## src/rtl/alu_muldiv.sv

```systemverilog
// alu_muldiv: iterative RV32M multiply/divide unit (MUL, MULH, MULHSU, MULHU, DIV, DIVU, REM, REMU).
// Latency: out_valid WIDTH+1 cycles after accept; 1 cycle for divide special cases.
// Backpressure: in_ready=1 only in IDLE, the requester holds in_valid; kill aborts, rst overrides kill.
//
// Ports: clk/rst (synchronous, active-high); in_valid/in_ready request handshake;
//        op (RV32M funct3), a (rs1), b (rs2) sampled on accept; kill flushes any op;
//        out_valid one-cycle strobe; out result register; zero_flag = (out == 0).
// Build option: define ALU_MULDIV_FAST_MUL_EN to compute MUL* with a single-cycle
//        combinational multiply (accept goes straight to DONE). Results are identical.
module alu_muldiv #(
    parameter int WIDTH = 32
) (
    input  logic             clk,
    input  logic             rst,
    input  logic             in_valid,
    output logic             in_ready,
    input  logic [2:0]       op,
    input  logic [WIDTH-1:0] a,
    input  logic [WIDTH-1:0] b,
    input  logic             kill,
    output logic             out_valid,
    output logic [WIDTH-1:0] out,
    output logic             zero_flag
);
    localparam int CW = $clog2(WIDTH);
    localparam logic [CW-1:0] LAST_STEP = CW'(WIDTH - 1);

    localparam logic [2:0] OP_MUL    = 3'b000;
    localparam logic [2:0] OP_MULH   = 3'b001;
    localparam logic [2:0] OP_MULHSU = 3'b010;
    localparam logic [2:0] OP_MULHU  = 3'b011;
    localparam logic [2:0] OP_DIV    = 3'b100;
    localparam logic [2:0] OP_DIVU   = 3'b101;
    localparam logic [2:0] OP_REM    = 3'b110;
    localparam logic [2:0] OP_REMU   = 3'b111;

    typedef enum logic [1:0] {
        IDLE = 2'd0,
        CALC = 2'd1,
        DONE = 2'd2
    } state_t;

    state_t             state_q, state_d;
    logic [2:0]         op_q, op_d;
    logic [WIDTH-1:0]   opb_q, opb_d;       // |b|: multiplicand or divisor
    logic [2*WIDTH-1:0] acc_q, acc_d;       // mul: {partial, multiplier}; div: {remainder, quotient}
    logic               neg_q, neg_d;
    logic [CW-1:0]      cnt_q, cnt_d;
    logic [WIDTH-1:0]   out_q, out_d;
    logic               out_valid_q, out_valid_d;

    // Request decode, evaluated on the live inputs for the accept cycle.
    logic             is_div, a_signed, b_signed, a_neg, b_neg;
    logic             b_zero, div_ovf, special, neg_in, accept;
    logic [WIDTH-1:0] a_abs, b_abs;

    always_comb begin
        is_div   = op[2];
        a_signed = (op == OP_MULH) || (op == OP_MULHSU) || (op == OP_DIV) || (op == OP_REM);
        b_signed = (op == OP_MULH) || (op == OP_DIV) || (op == OP_REM);
        a_neg    = a_signed && a[WIDTH-1];
        b_neg    = b_signed && b[WIDTH-1];
        a_abs    = a_neg ? -a : a;
        b_abs    = b_neg ? -b : b;
        // Remainder takes the dividend's sign; everything else the product/quotient sign.
        if (op == OP_REM) begin
            neg_in = a_neg;
        end else if ((op == OP_DIVU) || (op == OP_REMU)) begin
            neg_in = 1'b0;
        end else begin
            neg_in = a_neg ^ b_neg;
        end
        b_zero  = (b == '0);
        div_ovf = (a == {1'b1, {(WIDTH-1){1'b0}}}) && (b == '1) &&
                  ((op == OP_DIV) || (op == OP_REM));
        special = is_div && (b_zero || div_ovf);
    end

    assign in_ready = (state_q == IDLE);
    assign accept   = in_valid && in_ready && !kill;

    // One iteration of each datapath, plus final sign fix-up and result select.
    logic [WIDTH:0]     mul_sum, rem_sh;
    logic [WIDTH-1:0]   rem_diff, quo_res, rem_res, result;
    logic               rem_ge;
    logic [2*WIDTH-1:0] step_mul, step_div, prod;

    always_comb begin
        mul_sum  = {1'b0, acc_q[2*WIDTH-1:WIDTH]} + (acc_q[0] ? {1'b0, opb_q} : '0);
        step_mul = {mul_sum, acc_q[WIDTH-1:1]};

        // Restoring division: shift the next dividend bit into the partial remainder.
        rem_sh   = acc_q[2*WIDTH-1:WIDTH-1];
        rem_ge   = (rem_sh >= {1'b0, opb_q});
        rem_diff = rem_sh[WIDTH-1:0] - opb_q;   // exact whenever rem_ge
        step_div = {(rem_ge ? rem_diff : rem_sh[WIDTH-1:0]), acc_q[WIDTH-2:0], rem_ge};

        // Full-width negate so MULH/MULHSU high halves are exact.
        prod    = neg_q ? -acc_q : acc_q;
        quo_res = neg_q ? -acc_q[WIDTH-1:0] : acc_q[WIDTH-1:0];
        rem_res = neg_q ? -acc_q[2*WIDTH-1:WIDTH] : acc_q[2*WIDTH-1:WIDTH];

        result = rem_res;
        case (op_q)
            OP_MUL:                        result = prod[WIDTH-1:0];
            OP_MULH, OP_MULHSU, OP_MULHU:  result = prod[2*WIDTH-1:WIDTH];
            OP_DIV, OP_DIVU:               result = quo_res;
            default:                       result = rem_res;
        endcase
    end

    // Next-state and register updates.
    always_comb begin
        state_d     = state_q;
        op_d        = op_q;
        opb_d       = opb_q;
        acc_d       = acc_q;
        neg_d       = neg_q;
        cnt_d       = cnt_q;
        out_d       = out_q;
        out_valid_d = 1'b0;

        case (state_q)
            IDLE: begin
                if (accept) begin
                    op_d  = op;
                    opb_d = b_abs;
                    acc_d = {{WIDTH{1'b0}}, a_abs};
                    neg_d = neg_in;
                    cnt_d = '0;
                    if (special) begin
                        // Quotient lives in the low half, remainder in the high half.
                        acc_d   = {(b_zero ? a : {WIDTH{1'b0}}), (b_zero ? {WIDTH{1'b1}} : a)};
                        neg_d   = 1'b0;
                        state_d = DONE;
                    end
`ifdef ALU_MULDIV_FAST_MUL_EN
                    else if (!is_div) begin
                        acc_d   = {{WIDTH{1'b0}}, a_abs} * {{WIDTH{1'b0}}, b_abs};
                        state_d = DONE;
                    end
`endif
                    else begin
                        state_d = CALC;
                    end
                end
            end
            CALC: begin
                acc_d = op_q[2] ? step_div : step_mul;
                cnt_d = cnt_q + CW'(1);
                if (cnt_q == LAST_STEP) begin
                    state_d = DONE;
                end
            end
            DONE: begin
                out_d       = result;
                out_valid_d = 1'b1;
                state_d     = IDLE;
            end
            default: begin
                state_d = IDLE;
            end
        endcase

        // Flush: abort whatever is in flight without touching the result register.
        if (kill) begin
            state_d     = IDLE;
            out_d       = out_q;
            out_valid_d = 1'b0;
        end
    end

    always_ff @(posedge clk) begin
        if (rst) begin
            state_q     <= IDLE;
            op_q        <= '0;
            opb_q       <= '0;
            acc_q       <= '0;
            neg_q       <= 1'b0;
            cnt_q       <= '0;
            out_q       <= '0;
            out_valid_q <= 1'b0;
        end else begin
            state_q     <= state_d;
            op_q        <= op_d;
            opb_q       <= opb_d;
            acc_q       <= acc_d;
            neg_q       <= neg_d;
            cnt_q       <= cnt_d;
            out_q       <= out_d;
            out_valid_q <= out_valid_d;
        end
    end

    assign out_valid = out_valid_q;
    assign out       = out_q;
    assign zero_flag = (out_q == '0);

endmodule

```

## config.mk

```make
export PLATFORM = sky130hd
export DESIGN_NAME = alu_muldiv
export DESIGN_NICKNAME = d
export VERILOG_FILES = /design/src/rtl/alu_muldiv.sv
export SDC_FILE = /design/constraint.sdc
export NUM_CORES = 1
export LEC_CHECK = 0
export BUFFER_PORTS_ARGS = -buffer_cell sky130_fd_sc_hd__buf_2
export CORE_ASPECT_RATIO = 1.75
export CORE_MARGIN = 2
export CORE_UTILIZATION = 39
export DETAILED_ROUTE_END_ITERATION = 16
export HOLD_SLACK_MARGIN = 0.15
export PLACE_DENSITY = 0.65
export SLEW_MARGIN = 40
export SYNTH_ARGS = -nofsm -noshare
export SYNTH_HDL_FRONTEND = slang
export SYNTH_SLANG_ARGS = --single-unit
```

## constraint.sdc

```tcl
create_clock -name clk -period 5.3 [get_ports clk]
set_clock_uncertainty 0.1 [all_clocks]
set_input_delay 0.795 -clock clk [delete_from_list [all_inputs] [get_ports clk]]
set_output_delay 0.795 -clock clk [all_outputs]
set_load 0.01 [all_outputs]
```

==> flow_summary.toml, run 1 <==
[synth]
syn_area_um2 = 13800
syn_avg_cell_area_um2 = 7.07
ys_seq_elements = 140
synth-edff-count = 0
synthArstFlopShare = 0
netlist_top_cells_area = "dfxtp_1, a21oi_1, ha_1"
yosysTopAreaCell = "dfxtp_1"
synth_fp_nets = 2102
yosysMostFrequentCell = "a21oi_1"
synthFlopType = "dfxtp_1"
netlist_instances = 1958
synthTopCellsByCount = "a21oi_1, nor2_1, o21ai_0"
synth_top_area_frac = 0.203
yosysSeqAreaShare = 0.203
yosysWarnings = 0
synth_cell_types = 78

[setup_path]
reg2reg_slack_ns = 0.99
cp.arrival_ns = 4.56
reg2reg_from = "acc_q[31]"
crit_type = "flop to flop"
reg2regPathDepth = 13
cp.required_ns = 5.54
endpoint_kind = "flop"
cp-start-kind = "flop"
worstPathMaxFanout = 4
worstReg2RegEnd = "acc_q[60]"

[global_routing]
grt-ovfl-total = 0
grt_pass1_wl_um = 91300
top_usage_layer = "met2"
grt_max_degree = 67
grt_pass1_vias = 15300
grt_util_met2 = 0.586
antenna_found_initial = 0
use_met3 = 0.0488
grt.met1_usage = 0.321
grt_use_total = 0.321

[final_layout]
syn2layout_area_growth_pct = 12.0
layout.nets = 2146
diodes = 0
final_layout_size_suffix_gt1_frac = 0.112

[hold_path]
hold_depth = 2
holdPathEnd = "out[21]"
min_path_type = "flop to flop"
hold_start = "out[21]"

[routing]
drtPass1Iterations = 5
vias = 15600
drc = 0
ant_nets = 0
viasPerCell = 6.31
drtIter0Drc = 1210
wire_per_inst_um = 24.4
routed_wl_um = 60500

[power]
intPower_mw = 2.40
leakagePower_nw = 6.24
ir_worst_vdd_v = 0.000167
finalPower_mw = 3.85
sw_frac_of_total = 0.378
p_seq_frac = 0.316
p_sw_mw = 1.46
power_density_nw_per_um2 = 249
clkPwrFrac = 0.346
combPwrFrac = 0.338

[status]
status = "finished, final reports clean"

[timing]
setup_tns_ns = 0
setup_viol = 0
worst_slew_pin_slew_ns = 0.908
hold_violations = 0
slew_headroom = 0.389
min_period_over_period = 0.814
drv_slew = 0
rsz0062_at_grt = "false"
timing.fmax_mhz = 232
min_period_ns = 4.31

[clock_tree]
cts_hold_buf = 0
clk_latency_ns = 0.46
cts_resized = 0
cts_sinks = 140
cts.path.max_buffers = 2
cts_buffers = 17
post-cts-setup-buffers = 0
cts_tree = "done"
clk_pin_slew_ns = 0.06
cts-root-buf = "clkbuf_16"
htree_levels = 4

[floorplan]
initial_core_util = 0.395
rows = 91
die_area_um2 = 37100
die_h_um = 253
coreArea_um2 = 35100
num_io_pins = 106
die_w_um = 146

[run]
drv_cap = 0

[place]
gp_congestion = 1.03
dp_hpwl_um = 47000
port_buffers = 105
-- area by class of cell --
cell class	count	area [um2]
Timing Repair Buffer	151	873
Multi-Input combinational cell	1615	10300
Tap cell	465	582
Fill cell	3698	19600
Sequential cell	140	2810
Clock buffer	22	474
Clock inverter	10	163
Inverter	77	289
-- per-layer routing --
layer,part of all wire,routed length (um)
met1,0.34,20800
met2,0.50,30500
met3,0.059,3570
met4,0.093,5610
met5,0,0
-- state kept, by name (all words and copies together), names as in the netlist --
register / cells
out_valid: 1
op_q: 3
acc_q: 64
out: 32
neg_q: 1
cnt_q: 5
state_q: 2
opb_q: 32
-- placed cells by master (no fill, tap or decap), drive strengths merged, types with 16 or more instances in the layout --
cell | Yosys | routed
a211oi | 54 | 54
a21o | 59 | 59
a21oi | 205 | 205
a221oi | 31 | 31
a31oi | 28 | 28
and3 | 16 | 16
buf | 19 | 151
clkbuf | 107 | 22
dfxtp | 140 | 140
ha | 71 | 71
inv | 76 | 76
mux2i | 40 | 40
nand2 | 135 | 135
nand2b | 16 | 16
nand3 | 53 | 53
nand4 | 27 | 27
nor2 | 202 | 202
nor3 | 88 | 88
nor4 | 28 | 28
o21a | 18 | 18
o21ai | 156 | 156
o22ai | 17 | 17
o31ai | 30 | 30
or4 | 22 | 22
xnor2 | 83 | 83
xor2 | 57 | 57
-- stage by stage --
step,setup slack (ns),instance area [um2],cells,util,hold slack [ns]
floorplan,1.64,13800,1958,-,0.332
global placement,0.701,14800,2448,0.423,0.338
detailed placement,0.690,14900,2448,0.424,0.345
CTS,1.00,15500,2480,0.442,0.353
global route,0.652,15500,2480,0.442,0.365
finish,0.987,15500,2480,0.442,0.357
-- critical path, cell delays in order, from the launching register on --
cell,delay (ns)
dfxtp_1,0.31
inv_1,0.16
ha_1,0.20
inv_1,0.06
fa_1,0.40
a21oi_1,0.24
o211ai_1,0.18
a311oi_1,0.60
o221ai_1,0.35
o311ai_0,0.68
o21ai_0,0.24
xnor2_1,0.16
and2_1,0.16
o41ai_1,0.36
-- how the worst max path moves through the flow --
stage                    from         to  slack, ns  depth (start not counted)
floorplan                b[0]  acc_q[42]       1.64                          9
global placement         b[0]  acc_q[16]       0.70                         13
detailed placement       b[0]  acc_q[25]       0.69                         11
CTS                  acc_q[0]  acc_q[60]       1.00                         12
global route         acc_q[0]  acc_q[60]       0.65                         12
finish              acc_q[31]  acc_q[60]       0.99                         13
-- power by group through the flow --
stage | registers (mW) | clock network, mW | logic (mW)
2_1_floorplan | 1.17 | 0 | 0.875
3_3_place_gp | 1.23 | 0 | 1.25
3_5_place_dp | 1.24 | 0 | 1.26
4_1_cts | 1.21 | 1.34 | 1.27
5_1_grt | 1.22 | 1.39 | 1.41
6_report | 1.22 | 1.33 | 1.30
-- cells by family (layout without fill, tap and decap cells) --
logic type / count (synthesis) / after routing / synth area share
adders and majority gates: 73 / 73 / 0.0671
buffers and inverters: 203 / 260 / 0.0558
DFF: 140 / 140 / 0.203
muxes: 45 / 45 / 0.0330
and+or+nand+nor: 656 / 656 / 0.230
xor gates and xnor gates: 140 / 140 / 0.0886
AOI/OAI and AO/OA: 701 / 701 / 0.323
No activity file was read; power rests on OpenSTA's default activity.
==> run 2: changes to the inputs <==
==> constraint.sdc (replaced) <==
create_clock -name clk -period 3.97 [get_ports clk]
set_clock_uncertainty 0.1 [all_clocks]
set_input_delay 0.5955 -clock clk [delete_from_list [all_inputs] [get_ports clk]]
set_output_delay 0.5955 -clock clk [all_outputs]
set_load 0.01 [all_outputs]
==> run 2 against run 1 <==
- first-iteration DRC count is 21% higher
- sequential share of layout area shrank 0.95 points
- die area stayed put
- flip-flop and latch count did not move
- wire length grew 3.3%
- worst hold slack got worse by 0.093 ns
- total power rose by 36%
- fmax up 14%
- register-to-register slack lost 0.80 ns
- worst setup slack lost 0.80 ns
- global-route usage increased by 0.95 points
- clock-buffer cell count shrank 4
- largest power group is now combinational cells
==> flow_summary.toml, run 2 (same netlist as run 1, synthesis figures left out) <==
[final_layout]
syn2layout_area_growth_pct = 18.2
post-route-util = 0.466
max_flop_register = "acc_q"
layout.nets = 2252
largest_reg_flops = 64
final_common_cell = "a21oi_1"
final_layout_size_suffix_gt1_frac = 0.158
final_cell_mix = "a21oi_1, nor2_1, o21ai_0, buf_4, dfxtp_1"
fin_area_um2 = 16400

[clock_tree]
clk_pin_slew_ns = 0.07
cts_hold_buf = 0
cts-root-buf = "clkbuf_16"
clk_latency_ns = 0.47
htree_levels = 4
cts.path.max_buffers = 2
cts_resized = 0
cts_sinks = 140
post-cts-setup-buffers = 0
cts_tree = "done"
cts_buffers = 17

[setup_path]
reg2regPathDepth = 15
worstReg2RegEnd = "acc_q[60]"
cp.arrival_ns = 4.04
cp.required_ns = 4.23
cp_cell_sequence = "inv_1, ha_1, inv_1, fa_1, a21oi_2, o211ai_1, a311oi_2, buf_4, o221ai_1, o311ai_1, buf_4, o21ai_0, xnor2_1, and2_1, o41ai_1"
cp_slowest_cell = "fa_1"
cp_num_buf_inv = 4
max_stage_delay_ns = 0.43
cp-start-kind = "flop"
reg2reg_from = "acc_q[31]"
reg2reg_slack_ns = 0.19
crit_family = "compound AO/OA/AOI/OAI gates"
worstPathMaxFanout = 4
endpoint_kind = "flop"
crit_type = "flop to flop"
cp-startpoint = "acc_q[31]"

[routing]
met2_wirelength_um = 31500
viasPerCell = 6.34
drtIter0Drc = 1464
routed.top_layer = "met4"
ant_nets = 0
drc = 0
routed-wl-met3_um = 3970
wirelength_met1_um = 21300
vias = 16400
routed_wl_um = 62500
drtPass1Iterations = 9
wire_per_inst_um = 24.2

[global_routing]
grt_pass1_vias = 16000
grt-ovfl-total = 0
antenna_found_initial = 1
grt_use_total = 0.331
grt_pass1_wl_um = 93700
grt_max_degree = 108

[power]
finalPower_mw = 5.26
ir_worst_vdd_v = 0.000242
p_sw_mw = 2.06
leakagePower_nw = 6.78
clkPwrFrac = 0.339
p_seq_frac = 0.302
power_density_nw_per_um2 = 322
combPwrFrac = 0.359
sw_frac_of_total = 0.391
intPower_mw = 3.20

[floorplan]
initial_core_util = 0.395
coreArea_um2 = 35100
num_io_pins = 106
die_area_um2 = 37100
die_w_um = 146
die_h_um = 253
rows = 91

[timing]
drv_slew = 0
finalHoldWorstSlack_ns = 0.264
timing.fmax_mhz = 264
min_period_ns = 3.78
min_period_over_period = 0.953
hold_violations = 0
slew_headroom = 0.442
setup_viol = 0
worst_slew_pin_slew_ns = 0.830
rsz0062_at_grt = "false"

[place]
dp_hpwl_um = 48800
gp_congestion = 1.05
place_area_um2 = 15700
port_buffers = 105

[run]
drv_cap = 0

[hold_path]
hold_depth = 2
holdPathEnd = "state_q[1]"
min_path_type = "input port to flop"
hold_start = "kill"

[status]
status = "finished, final reports clean"
==> run 2: cell types whose count changed in the layout (fill, tap and decap cells not counted), moves of 3 or more <==
cell       delta
buf_12        +4
buf_4       +101
a2111oi_0     -3
a2111oi_1     +3
inv_6         +3
==> run 2: worst register-to-register path, stage by stage (launching register included) <==
cell	delay, ns
dfxtp_1	0.37
inv_1	0.19
ha_1	0.22
inv_1	0.06
fa_1	0.43
a21oi_2	0.22
o211ai_1	0.18
a311oi_2	0.28
buf_4	0.19
o221ai_1	0.17
o311ai_1	0.30
buf_4	0.19
o21ai_0	0.10
xnor2_1	0.16
and2_1	0.18
o41ai_1	0.34
==> run 2: power groups by stage <==
stage,Combinational (mW),Clock [mW],Sequential (mW)
5_1_grt,2.02,1.83,1.60
4_1_cts,1.82,1.79,1.59
3_3_place_gp,1.81,0,1.62
2_1_floorplan,1.17,0,1.57
3_5_place_dp,1.82,0,1.62
6_report,1.89,1.78,1.59
==> run 2: area by class of cell <==
cell class | instances | area, um2
clock buffer | 18 | 439
antenna | 1 | 2.50
clock inverter | 14 | 184
multi-input combinational | 1615 | 10300
timing repair buffer | 257 | 1720
fill | 3630 | 18700
inverter | 77 | 289
tap | 465 | 582
sequential | 140 | 2810
==> run 2: stage by stage <==
| step | setup WS, ns | cells | setup TNS [ns] |
|---|---|---|---|
| after floorplan | 0.514 | 1958 | 0 |
| after global placement | -0.0202 | 2554 | -0.0202 |
| after detailed placement | 0.0255 | 2554 | 0 |
| after CTS | 0.0158 | 2586 | 0 |
| after global routing | 0.00915 | 2587 | 0 |
| final | 0.187 | 2587 | 0 |
==> run 2: routing by layer <==
layer / vias up / GRT usage
met3: 295 / 0.0539
met4: 0 / 0.269
li1: 7593 / -
met5: - / 0
met2: 899 / 0.604
met1: 7615 / 0.328
==> run 2: worst max-delay path by stage <==
stage | to | slack [ns] | cells after the start
floorplan | acc_q[42] | 0.51 | 9
global placement | acc_q[55] | -0.02 | 16
detailed placement | acc_q[55] | 0.03 | 16
CTS | acc_q[55] | 0.02 | 16
global route | acc_q[60] | 0.009 | 12
finish | acc_q[60] | 0.19 | 15
==> run 3: changes to the inputs <==
==> constraint.sdc (replaced) <==
create_clock -name clk -period 3.97 [get_ports clk]
set_clock_uncertainty 0.1 [all_clocks]
set_input_delay 0.794 -clock clk [delete_from_list [all_inputs] [get_ports clk]]
set_output_delay 0.794 -clock clk [all_outputs]
set_load 0.01 [all_outputs]
==> run 3 against run 2 <==
- worst hold slack improved by 0.10 ns
- total power decreased by 1.5%
- fmax decreased by 0.38%
- highest routed layer unchanged
- die area unchanged
- clock-buffer cell count unchanged
- critical endpoint is now acc_q[59]
- wire length decreased by 4.8%
- sequential share of layout area increased by 0.12 points
- clock power decreased by 3%
==> flow_summary.toml, run 3 (same netlist as run 1, synthesis figures left out) <==
[status]
status = "finished, final reports clean"

[timing]
timing.fmax_mhz = 263
setup_viol = 0
rsz0062_at_grt = "false"
min_period_over_period = 0.957
worst_slew_pin_slew_ns = 0.925
slew_headroom = 0.381
drv_slew = 0
setup_tns_ns = 0
hold_violations = 0
min_period_ns = 3.80

[routing]
routed_wl_um = 59500
vias = 16000
drc = 0
viasPerCell = 6.22
wire_per_inst_um = 23.1
drtPass1Iterations = 5
ant_nets = 0
drtIter0Drc = 1418

[global_routing]
grt_pass1_vias = 15900
grt_pass1_wl_um = 91100
grt_use_total = 0.317
top_usage_layer = "met2"
grt_max_degree = 108
antenna_found_initial = 2
grt-ovfl-total = 0
grt.met1_usage = 0.314
use_met3 = 0.0389
grt_util_met2 = 0.588

[clock_tree]
cts.path.max_buffers = 2
cts_hold_buf = 0
cts-root-buf = "clkbuf_16"
post-cts-setup-buffers = 0
clk_latency_ns = 0.46
cts_buffers = 17
cts_resized = 0
cts_tree = "done"
clk_pin_slew_ns = 0.07
htree_levels = 4
cts_sinks = 140

[setup_path]
cp-start-kind = "flop"
cp.arrival_ns = 4.07
cp_num_buf_inv = 3
crit_family = "compound AO/OA/AOI/OAI gates"
crit_type = "flop to flop"
endpoint_kind = "flop"
worstPathMaxFanout = 23
reg2regPathDepth = 14
cp_slowest_cell = "o311ai_1"
path_depth = 14
cp.required_ns = 4.25
cp_cell_sequence = "clkinv_1, buf_12, nor2_1, ha_1, a21o_1, a21o_1, a2111oi_1, buf_4, nor4_1, o311ai_1, a21oi_1, a21oi_1, xor2_1, a211oi_1"
max_stage_delay_ns = 0.50

[final_layout]
final_cell_mix = "a21oi_1, nor2_1, o21ai_0, dfxtp_1, buf_4"
regArea_um2 = 2810
layout.nets = 2242
fillCellCount = 3698
syn2layout_area_growth_pct = 17.4
largest_reg_flops = 64
post-route-util = 0.463
max_flop_register = "acc_q"
multiInputGateArea_um2 = 10300
fin_area_um2 = 16200
final_layout_size_suffix_gt1_frac = 0.152
final_common_cell = "a21oi_1"

[power]
ir_worst_vdd_v = 0.000186
leakagePower_nw = 6.73
power_density_nw_per_um2 = 319

[place]
port_buffers = 105
place_area_um2 = 15600
gp_congestion = 1.04
dp_hpwl_um = 47600

[hold_path]
min_path_type = "flop to flop"
hold_depth = 2

[floorplan]
die_h_um = 253
coreArea_um2 = 35100
initial_core_util = 0.395
rows = 91
die_w_um = 146
num_io_pins = 106
die_area_um2 = 37100

[run]
drv_cap = 0
[run 3: worst paths after layout]
kind                                 from         to  slack (ns)
worst min register to register  opb_q[31]  opb_q[31]        0.37
worst min-delay path            opb_q[31]  opb_q[31]        0.37
worst max register to register   acc_q[0]  acc_q[59]        0.17
worst max-delay path             acc_q[0]  acc_q[59]        0.17
[run 3: layout make-up]
class,instances,share of cell area
multi-input cells,1615,0.634
repair buffers,247,0.102
clock inverters,14,0.0104
flip-flops and latches,140,0.173
well taps,465,0.0358
clock buffers,18,0.0270
diodes,2,0.000308
inverters,77,0.0178
[run 3: power by group]
group	internal, mW	switching [mW]
Sequential	1.48	0.108
Combinational	0.714	1.15
Clock	0.967	0.763
Total	3.16	2.02
[run 3: layer usage]
metal | vias up | part of all wire
li1 | 7562 | -
met1 | 7548 | 0.35
met2 | 664 | 0.51
met3 | 250 | 0.046
met4 | 0 | 0.090
met5 | - | 0
[run 3: worst register-to-register path, delay by kind of cell, from the launching register on]
| family | cells | cell delay (ns) |
|---|---|---|
| AND/OR/NAND/NOR | 2 | 0.19 |
| XOR/XNOR | 1 | 0.10 |
| adder cells (fa/ha/maj) | 1 | 0.30 |
| AO/OA/AOI/OAI | 7 | 2.07 |
| buffers and inverters | 3 | 0.59 |
| flip-flops | 1 | 0.37 |
[run 3: through the flow]
stage	hold WS [ns]	total power, mW	setup WS [ns]	instances
global route	0.388	5.40	0.0296	2578
finish	0.367	5.18	0.172	2578
floorplan	0.332	2.74	0.315	1958
detailed placement	0.363	3.43	-0.0436	2544
CTS	0.370	5.15	0.0157	2576
global placement	0.347	3.41	0.00146	2544
